$ cat src/rtl/sender_fifo.sv
// sender_fifo: buffers up to DEPTH words from a local producer and drains
// them in order over a four-phase Request/Ack handshake, with an optional
// Ack timeout that re-requests the word and raises a sticky Error flag.
module sender_fifo #(
  parameter int WIDTH   = 16,
  parameter int DEPTH   = 4,
  parameter int TIMEOUT = 0
) (
  input  logic                   clk,
  input  logic                   Reset,
  input  logic                   Transmit,
  input  logic [WIDTH-1:0]       sdrDataIn,
  input  logic                   Ack,
  output logic                   Ready,
  output logic                   Request,
  output logic [WIDTH-1:0]       sdrDataOut,
  output logic [$clog2(DEPTH):0] Count,
  output logic                   Error
);

  localparam int AW = $clog2(DEPTH);
  localparam int CW = AW + 1;
  localparam logic [CW-1:0] FULL_COUNT = CW'(DEPTH);

  typedef enum logic [1:0] {
    ST_IDLE   = 2'd0,
    ST_REQ    = 2'd1,
    ST_WAITLO = 2'd2
  } state_t;

  state_t           r_state;
  state_t           w_state_nxt;
  logic [WIDTH-1:0] r_mem [DEPTH];
  logic [AW-1:0]    r_wr_ptr;
  logic [AW-1:0]    r_rd_ptr;
  logic [CW-1:0]    r_count;
  logic [WIDTH-1:0] r_data_out;
  logic             r_request;
  logic             r_error;
  logic             w_push;
  logic             w_load;
  logic             w_pop;
  logic             w_tmo;
  logic             w_tmo_hit;

  // Ready looks at the pre-edge count, so a pop on the same edge cannot free a slot.
  assign Ready  = (r_count != FULL_COUNT);
  assign w_push = Transmit & Ready;

  assign Request    = r_request;
  assign sdrDataOut = r_data_out;
  assign Count      = r_count;
  assign Error      = r_error;

  if (TIMEOUT > 0) begin : g_tmo
    localparam int TW = $clog2(TIMEOUT + 1);
    logic [TW-1:0] r_tmo_cnt;

    // Count cycles spent in REQ without Ack; cleared on REQ entry, saturating.
    always_ff @(posedge clk) begin
      if (!Reset) begin
        r_tmo_cnt <= '0;
      end else if (w_load) begin
        r_tmo_cnt <= '0;
      end else if (r_state == ST_REQ && r_tmo_cnt != TW'(TIMEOUT)) begin
        r_tmo_cnt <= r_tmo_cnt + TW'(1);
      end else begin
        r_tmo_cnt <= r_tmo_cnt;
      end
    end

    assign w_tmo_hit = (r_state == ST_REQ) && (r_tmo_cnt == TW'(TIMEOUT - 1));
  end else begin : g_no_tmo
    assign w_tmo_hit = 1'b0;
  end

  // Handshake state register.
  always_ff @(posedge clk) begin
    if (!Reset) begin
      r_state <= ST_IDLE;
    end else begin
      r_state <= w_state_nxt;
    end
  end

  // Next-state and datapath strobes; Ack has priority over a timeout in REQ.
  always_comb begin
    w_state_nxt = r_state;
    w_load      = 1'b0;
    w_pop       = 1'b0;
    w_tmo       = 1'b0;
    case (r_state)
      ST_IDLE: begin
        if (r_count != '0 && !Ack) begin
          w_load      = 1'b1;
          w_state_nxt = ST_REQ;
        end else begin
          w_state_nxt = ST_IDLE;
        end
      end
      ST_REQ: begin
        if (Ack) begin
          w_pop       = 1'b1;
          w_state_nxt = ST_WAITLO;
        end else if (w_tmo_hit) begin
          w_tmo       = 1'b1;
          w_state_nxt = ST_IDLE;
        end else begin
          w_state_nxt = ST_REQ;
        end
      end
      ST_WAITLO: begin
        if (!Ack) begin
          w_state_nxt = ST_IDLE;
        end else begin
          w_state_nxt = ST_WAITLO;
        end
      end
      default: begin
        w_state_nxt = ST_IDLE;
      end
    endcase
  end

  // Storage write at the tail; contents need no reset since pointers are cleared.
  always_ff @(posedge clk) begin
    if (w_push) begin
      r_mem[r_wr_ptr] <= sdrDataIn;
    end
  end

  // Pointers and occupancy; full/empty comes from the count, pointers just wrap.
  always_ff @(posedge clk) begin
    if (!Reset) begin
      r_wr_ptr <= '0;
      r_rd_ptr <= '0;
      r_count  <= '0;
    end else begin
      if (w_push) begin
        r_wr_ptr <= r_wr_ptr + AW'(1);
      end
      if (w_pop) begin
        r_rd_ptr <= r_rd_ptr + AW'(1);
      end
      case ({w_push, w_pop})
        2'b10:   r_count <= r_count + CW'(1);
        2'b01:   r_count <= r_count - CW'(1);
        default: r_count <= r_count;
      endcase
    end
  end

  // Registered link outputs: word and Request load together, Error is sticky.
  always_ff @(posedge clk) begin
    if (!Reset) begin
      r_request  <= 1'b0;
      r_data_out <= '0;
      r_error    <= 1'b0;
    end else begin
      if (w_load) begin
        r_request  <= 1'b1;
        r_data_out <= r_mem[r_rd_ptr];
      end else if (w_pop || w_tmo) begin
        r_request  <= 1'b0;
      end
      if (w_tmo) begin
        r_error <= 1'b1;
      end
    end
  end

endmodule
$ cat config.mk
export PLATFORM = sky130hd
export DESIGN_NAME = sender_fifo
export DESIGN_NICKNAME = d
export VERILOG_FILES = /design/src/rtl/sender_fifo.sv
export SDC_FILE = /design/constraint.sdc
export NUM_CORES = 1
export LEC_CHECK = 0
export CAP_MARGIN = 30
export CORE_AREA = 3 3 88 90
export DETAILED_ROUTE_END_ITERATION = 16
export DIE_AREA = 0 0 91 93
export HOLD_SLACK_MARGIN = 0.03
export PLACE_DENSITY = 0.69
export SYNTH_ARGS = -nofsm -noshare
export SYNTH_HDL_FRONTEND = slang
export SYNTH_SLANG_ARGS = --single-unit
$ cat constraint.sdc
create_clock -name clk -period 3.1 [get_ports clk]
set_clock_uncertainty 0.05 [all_clocks]
set_input_delay 0.62 -clock clk [delete_from_list [all_inputs] [get_ports clk]]
set_output_delay 0.62 -clock clk [all_outputs]
set_load 0.01 [all_outputs]
==> impl_metrics.sql, run 1 <==
INSERT INTO impl_metrics (metric_group, metric, value, unit) VALUES
('timing', 'fin_crit', '2470', 'ps'),
('layout', 'share_of_post_route_cells_with_drive_strength_above_1', '17.4', '%'),
('place', 'pre_cts_ws', '383', 'ps'),
('layout', 'areaGrowthSynthToFinish', '22.3', '%'),
('synth', 'synthMuxAreaShare', '10.6', '%'),
('timing', 'tightest_slew', '849', 'ps'),
('clock_tree', 'post_cts_buffers', '0', ''),
('synth', 'top_flip_flop_cell_by_instance_count_after_synthesis', 'sky130_fd_sc_hd__edfxtp_1', ''),
('route', 'routed_wl', '5.94', 'mm'),
('worst_hold_path', 'hp-class', 'reg -> reg', ''),
('layout', 'antenna-diode-count', '0', ''),
('synth', 'synth_top_area_share', '55.7', '%'),
('clock_tree', 'cts-root-buf', 'sky130_fd_sc_hd__clkbuf_8', ''),
('global_route', 'grt_pass1_wl', '9.56', 'mm'),
('synth', 'post_synth_fa_ha_maj_area_fraction', '2.39', '%'),
('setup_path', 'rr_startpoint', 'Count[2]$_SDFFE_PN0P_', ''),
('route', 'number_of_vias_in_the_routed_layout', '1807', ''),
('layout', 'final_design_instance_area_without_fill', '0.00422', 'mm^2'),
('floorplanning', 'floorplan.die.width', '91', 'um'),
('global_route', 'antenna_violations_before_repair', '0', ''),
('timing', 'slew_headroom', '43.3', '%'),
('timing', 'fin_crit_sh', '79.7', '%'),
('synth', 'post_synth_inst_count', '200', ''),
('synth', 'synth_area_leader_cell', 'sky130_fd_sc_hd__edfxtp_1', ''),
('setup_path', 'startpoint_type', 'register', ''),
('clock_tree', 'cts_sinks', '90', ''),
('global_route', 'grtUsageTotal', '15.1', '%'),
('global_route', 'first_global_vias', '1828', ''),
('global_route', 'grt_start_max_net_pins', '19', ''),
('floorplanning', 'start_util', '48.4', '%'),
('synth', 'synth-simple-area-share', '5.95', '%'),
('place', 'io_buffer_count', '40', ''),
('global_route', 'grt_util_met1', '18.8', '%'),
('setup_path', 'cp_max_fo', '10', ''),
('setup_path', 'required', '2430', 'ps'),
('synth', 'synth_area', '0.00345', 'mm^2'),
('synth', 'seq_area_frac_synth', '70.8', '%'),
('global_route', 'grt-ovfl-total', '0', ''),
('clock_tree', 'ctsLongestPathBuffers', '2', ''),
('job', 'max_cap_viol_count', '0', ''),
('floorplanning', 'die_h', '93', 'um'),
('setup_path', 'critical_path_end_type', 'primary output', ''),
('clock_tree', 'cts_repair_resize_count', '0', ''),
('power_and_ir_drop', 'power_density', '641', 'mW/mm^2'),
('synth', 'synth_top_area_cells', 'sky130_fd_sc_hd__edfxtp_1, sky130_fd_sc_hd__dfxtp_1, sky130_fd_sc_hd__mux4_2', ''),
('clock_tree', 'clock_latency', '340', 'ps'),
('clock_tree', 'numCtsBuffers', '9', ''),
('global_route', 'grt_util_met2', '25.8', '%'),
('floorplanning', 'rows', '31', ''),
('power_and_ir_drop', 'power', '2.70', 'mW'),
('route', 'detail_route.drc_violations', '0', ''),
('setup_path', 'crit_type', 'reg -> out', ''),
('timing', 'grt_setup_unrepaired', 'no', ''),
('synth', 'synth_xor_xnor_area_share', '1.27', '%'),
('timing', 'final_number_of_max_transition_violations', '0', ''),
('synth', 'synth_edf_count', '64', ''),
('layout', 'fin_nets', '274', ''),
('place', 'placed_area', '0.00396', 'mm^2'),
('place', 'placer_congestion_estimate', '0.805', ''),
('route', 'drt_iter0_markers', '76', ''),
('route', 'drt_pass1_iterations', '4', ''),
('clock_tree', 'ctsHoldBuffers', '0', ''),
('power_and_ir_drop', 'p_leak', '1.42', 'nW'),
('clock_tree', 'cts.reportedPaths.clkPinSlew', '80', 'ps'),
('global_route', 'busiest_layer', 'met2', ''),
('setup_path', 'cp.arrival', '1800', 'ps'),
('route', 'avgViaCountPerCell', '5.13', ''),
('status', 'run_status', 'finished clean', ''),
('synth', 'synth_cell_type_count', '33', ''),
('synth', 'post_synth.cell_area_avg', '17.3', 'um^2'),
('route', 'antenna_violating_nets_post_route', '0', '');
-- per-stage QoR --
stage                     std cells  util, %
after CTS                       352     59.1
after detailed placement        336     55.4
after floorplan                 200        -
final                           352     59.1
after global routing            352     59.1
after global placement          336     55.4
-- worst paths after layout --
check | endpoint | slack, ps
worst max-delay path | Ready | 630
worst min register to register | sdrDataOut[11]$_SDFFE_PN0P_ | 410
worst max register to register | Count[2]$_SDFFE_PN0P_ | 750
worst min-delay path | sdrDataOut[11]$_SDFFE_PN0P_ | 410
-- routing by layer --
layer | up-vias | routed length, um
li1 | 860 | -
met1 | 908 | 2590
met2 | 28 | 3080
met3 | 11 | 145
met4 | 0 | 124
met5 | - | 0
-- power breakdown --
part	internal (mW)	switching (mW)
clock network	0.617	0.403
logic	0.151	0.141
registers	1.36	0.0323
total	2.13	0.577
-- cells in the final DEF (no fill, tap or decap), types with 2 or more instances in the layout --
master                            synthesis  final
sky130_fd_sc_hd__buf_4                    3      8
sky130_fd_sc_hd__clkbuf_8                 0      9
sky130_fd_sc_hd__xor2_1                   5      5
sky130_fd_sc_hd__mux4_2                  15     15
sky130_fd_sc_hd__dfxtp_1                 26     26
sky130_fd_sc_hd__a21oi_1                  4      4
sky130_fd_sc_hd__ha_1                     5      5
sky130_fd_sc_hd__edfxtp_1                64     64
sky130_fd_sc_hd__o2bb2ai_1               16     16
sky130_fd_sc_hd__inv_1                    7      7
sky130_fd_sc_hd__nor2_1                   5      5
sky130_fd_sc_hd__bufinv_16                0      4
sky130_fd_sc_hd__and3_1                   5      5
sky130_fd_sc_hd__clkdlybuf4s50_1          0     40
sky130_fd_sc_hd__nand2_1                 17     17
sky130_fd_sc_hd__a21o_1                   2      2
sky130_fd_sc_hd__nand3_1                  2      2
-- logic make-up after synthesis --
| logic type | Yosys count |
|---|---|
| simple gates | 38 |
| fa+ha+maj | 6 |
| xor+xnor | 5 |
| flops | 90 |
| mux | 16 |
| compound gates | 25 |
| buf+inv | 19 |
| other cells | 1 |
-- flip-flops by register name (all words and copies together), names as in the netlist --
name	flops
Request	1
r_state	2
sdrDataOut	16
Count	3
r_wr_ptr	2
r_mem	64
r_rd_ptr	2
-- worst max-delay path: stages (launching register included) --
cell and delay [ps]:
sky130_fd_sc_hd__dfxtp_1 400, sky130_fd_sc_hd__or3b_1 520, sky130_fd_sc_hd__clkdlybuf4s50_1 540
-- cell type report --
type,instances,area [um^2]
Clock buffer,9,124
Clock inverter,7,141
Inverter,8,32.5
Tap cell,99,124
Fill cell,573,2920
Timing Repair Buffer,48,460
Sequential cell,90,2440
Multi-Input combinational cell,91,896
(Power assumes the default switching activity.)
==> run 2: changes to the inputs <==
- clock period: 3.1 -> 2.4 ns (I/O delays scaled with it)
==> impl_metrics.sql, run 2 (synthesized netlist as in run 1, its figures left out) <==
INSERT INTO impl_metrics (metric_group, metric, value, unit) VALUES
('worst_hold_path', 'hp-class', 'reg -> reg', ''),
('global_route', 'antenna_violations_before_repair', '0', ''),
('clock_tree', 'cts.reportedPaths.clkPinSlew', '80', 'ps'),
('place', 'io_buffer_count', '40', ''),
('clock_tree', 'cts_sinks', '90', ''),
('global_route', 'grt-ovfl-total', '0', ''),
('timing', 'fin_crit_sh', '97.0', '%'),
('global_route', 'busiest_layer', 'met2', ''),
('route', 'routedWlPerCell', '16.0', 'um'),
('setup_path', 'crit_type', 'reg -> out', ''),
('floorplanning', 'core_area', '0.00714', 'mm^2'),
('layout', 'final_cell_mix', 'sky130_fd_sc_hd__edfxtp_1, sky130_fd_sc_hd__clkdlybuf4s50_1, sky130_fd_sc_hd__dfxtp_1', ''),
('layout', 'antenna-diode-count', '0', ''),
('clock_tree', 'htree_num_levels', '3', ''),
('global_route', 'first_global_vias', '1821', ''),
('layout', 'largest_reg_flops', '64', ''),
('global_route', 'grtUsageTotal', '14.5', '%'),
('setup_path', 'critPathSlowestCell', 'sky130_fd_sc_hd__clkdlybuf4s50_1', ''),
('setup_path', 'cp.arrival', '1800', 'ps'),
('place', 'dp.final_hpwl', '3.77', 'mm'),
('clock_tree', 'cts-root-buf', 'sky130_fd_sc_hd__clkbuf_8', ''),
('job', 'max_cap_viol_count', '0', ''),
('power_and_ir_drop', 'power_density', '757', 'mW/mm^2'),
('clock_tree', 'numCtsBuffers', '9', ''),
('clock_tree', 'ctsLongestPathBuffers', '2', ''),
('route', 'avgViaCountPerCell', '5.14', ''),
('place', 'placer_congestion_estimate', '0.721', ''),
('global_route', 'grt_util_met2', '25.1', '%'),
('route', 'number_of_vias_in_the_routed_layout', '1854', ''),
('layout', 'areaGrowthSynthToFinish', '22.6', '%'),
('timing', 'grt_setup_unrepaired', 'no', ''),
('clock_tree', 'post_cts_buffers', '0', ''),
('timing', 'setup_tns', '0', 'ps'),
('global_route', 'grt_pass1_wl', '9.21', 'mm'),
('setup_path', 'cp_max_fo', '9', ''),
('global_route', 'grt_start_max_net_pins', '19', ''),
('layout', 'share_of_post_route_cells_with_drive_strength_above_1', '20.2', '%'),
('power_and_ir_drop', 'vdd.ir_drop.worst', '0.384', 'mV'),
('timing', 'setup_viol', '0', ''),
('floorplanning', 'rows', '31', ''),
('status', 'run_status', 'finished clean', ''),
('floorplanning', 'die_h', '93', 'um'),
('setup_path', 'worstPathCellList', 'or3b_1 -> buf_4 -> clkdlybuf4s50_1', ''),
('timing', 'fin_crit', '2330', 'ps'),
('setup_path', 'startpoint_type', 'register', ''),
('layout', 'fin_nets', '283', ''),
('global_route', 'grt_util_met3', '3.06', '%'),
('timing', 'timing.hold.ws', '408', 'ps'),
('setup_path', 'required', '1870', 'ps'),
('timing', 'final_number_of_max_transition_violations', '0', ''),
('clock_tree', 'tritoncts', 'done', ''),
('setup_path', 'worst_path_dominant_cell_family', 'buffers and inverters', ''),
('route', 'drt_iter0_markers', '83', ''),
('route', 'routed_wl', '5.79', 'mm'),
('route', 'drt_pass1_iterations', '4', ''),
('setup_path', 'worst-path-buf-inv', '2', ''),
('floorplanning', 'io-pin-count', '42', ''),
('route', 'detail_route.drc_violations', '0', ''),
('timing', 'fmax', '0.430', 'GHz'),
('layout', 'max_flop_register', 'r_mem', ''),
('setup_path', 'critPathMaxStageDelay', '480', 'ps'),
('clock_tree', 'clock_latency', '340', 'ps'),
('timing', 'hold_viol', '0', ''),
('floorplanning', 'floorplan.die.width', '91', 'um'),
('layout', 'mostFrequentLayoutCell', 'sky130_fd_sc_hd__edfxtp_1', ''),
('global_route', 'grt_util_met1', '17.3', '%'),
('floorplanning', 'design.die.area', '0.00846', 'mm^2'),
('setup_path', 'critical_path_end_type', 'primary output', ''),
('power_and_ir_drop', 'p_leak', '1.44', 'nW'),
('floorplanning', 'start_util', '48.4', '%'),
('route', 'antenna_violating_nets_post_route', '0', '');
run 2: cell count changes in the layout (fill, tap and decap cells not counted), sizes merged:
cell,change
buf,+9
bufinv,-3
clkbuf,+2
clkinv,+1
clkinvlp,-1
inv,+1
run 2: layer usage:
metal | share of wire [%] | vias up
li1 | - | 875
met1 | 40 | 927
met2 | 54 | 40
met3 | 3.7 | 12
met4 | 2.3 | 0
met5 | 0 | -
run 2: power by group:
group          switching, mW  leakage, nW  internal [mW]
combinational          0.186        0.535          0.211
clock                  0.499        0.103          0.509
sequential            0.0405        0.800           1.76
run 2: final cells by class:
cell class | count | area (um^2)
multi-input cells | 91 | 896
repair buffers | 57 | 541
clock inverters | 5 | 53.8
clock buffers | 11 | 141
flip-flops and latches | 90 | 2440
inverters | 8 | 32.5
fillers | 581 | 2910
well taps | 99 | 124
run 2: worst min-delay path: cells and delay by family (launching register included):
family / cells / cell delay [ps]
AO/OA/AOI/OAI: 1 / 60
flip-flops: 1 / 310
AND/OR/NAND/NOR: 1 / 50
run 2: repair_timing:
action / in CTS / in global routing
endpoints found under the hold margin: 0 / 0
resized for setup: 0 / 1
endpoints found under the setup margin: 0 / 1
hold buffers: 0 / 0
run 2: through the flow:
step | cell area (um^2) | power [mW] | cells | util, % | worst slack (ps)
after CTS | 4230 | 3.24 | 361 | 59.3 | 41.1
after global placement | 4040 | 2.23 | 345 | 56.5 | 24.9
after floorplan | 3450 | 2.04 | 200 | - | 137
final | 4230 | 3.20 | 361 | 59.3 | 72.6
after detailed placement | 4040 | 2.24 | 345 | 56.5 | -11.6
after global routing | 4230 | 3.34 | 361 | 59.3 | 12.5
run 2: worst paths after layout:
path	from	cells past startpoint	slack, ps	endpoint
hold reg to reg	sdrDataOut[8]$_SDFFE_PN0P_	2	410	sdrDataOut[8]$_SDFFE_PN0P_
setup / recovery	Count[0]$_SDFFE_PN0P_	3	70	Ready
setup reg to reg	Count[0]$_SDFFE_PN0P_	8	230	Count[2]$_SDFFE_PN0P_
hold / removal	sdrDataOut[8]$_SDFFE_PN0P_	2	410	sdrDataOut[8]$_SDFFE_PN0P_
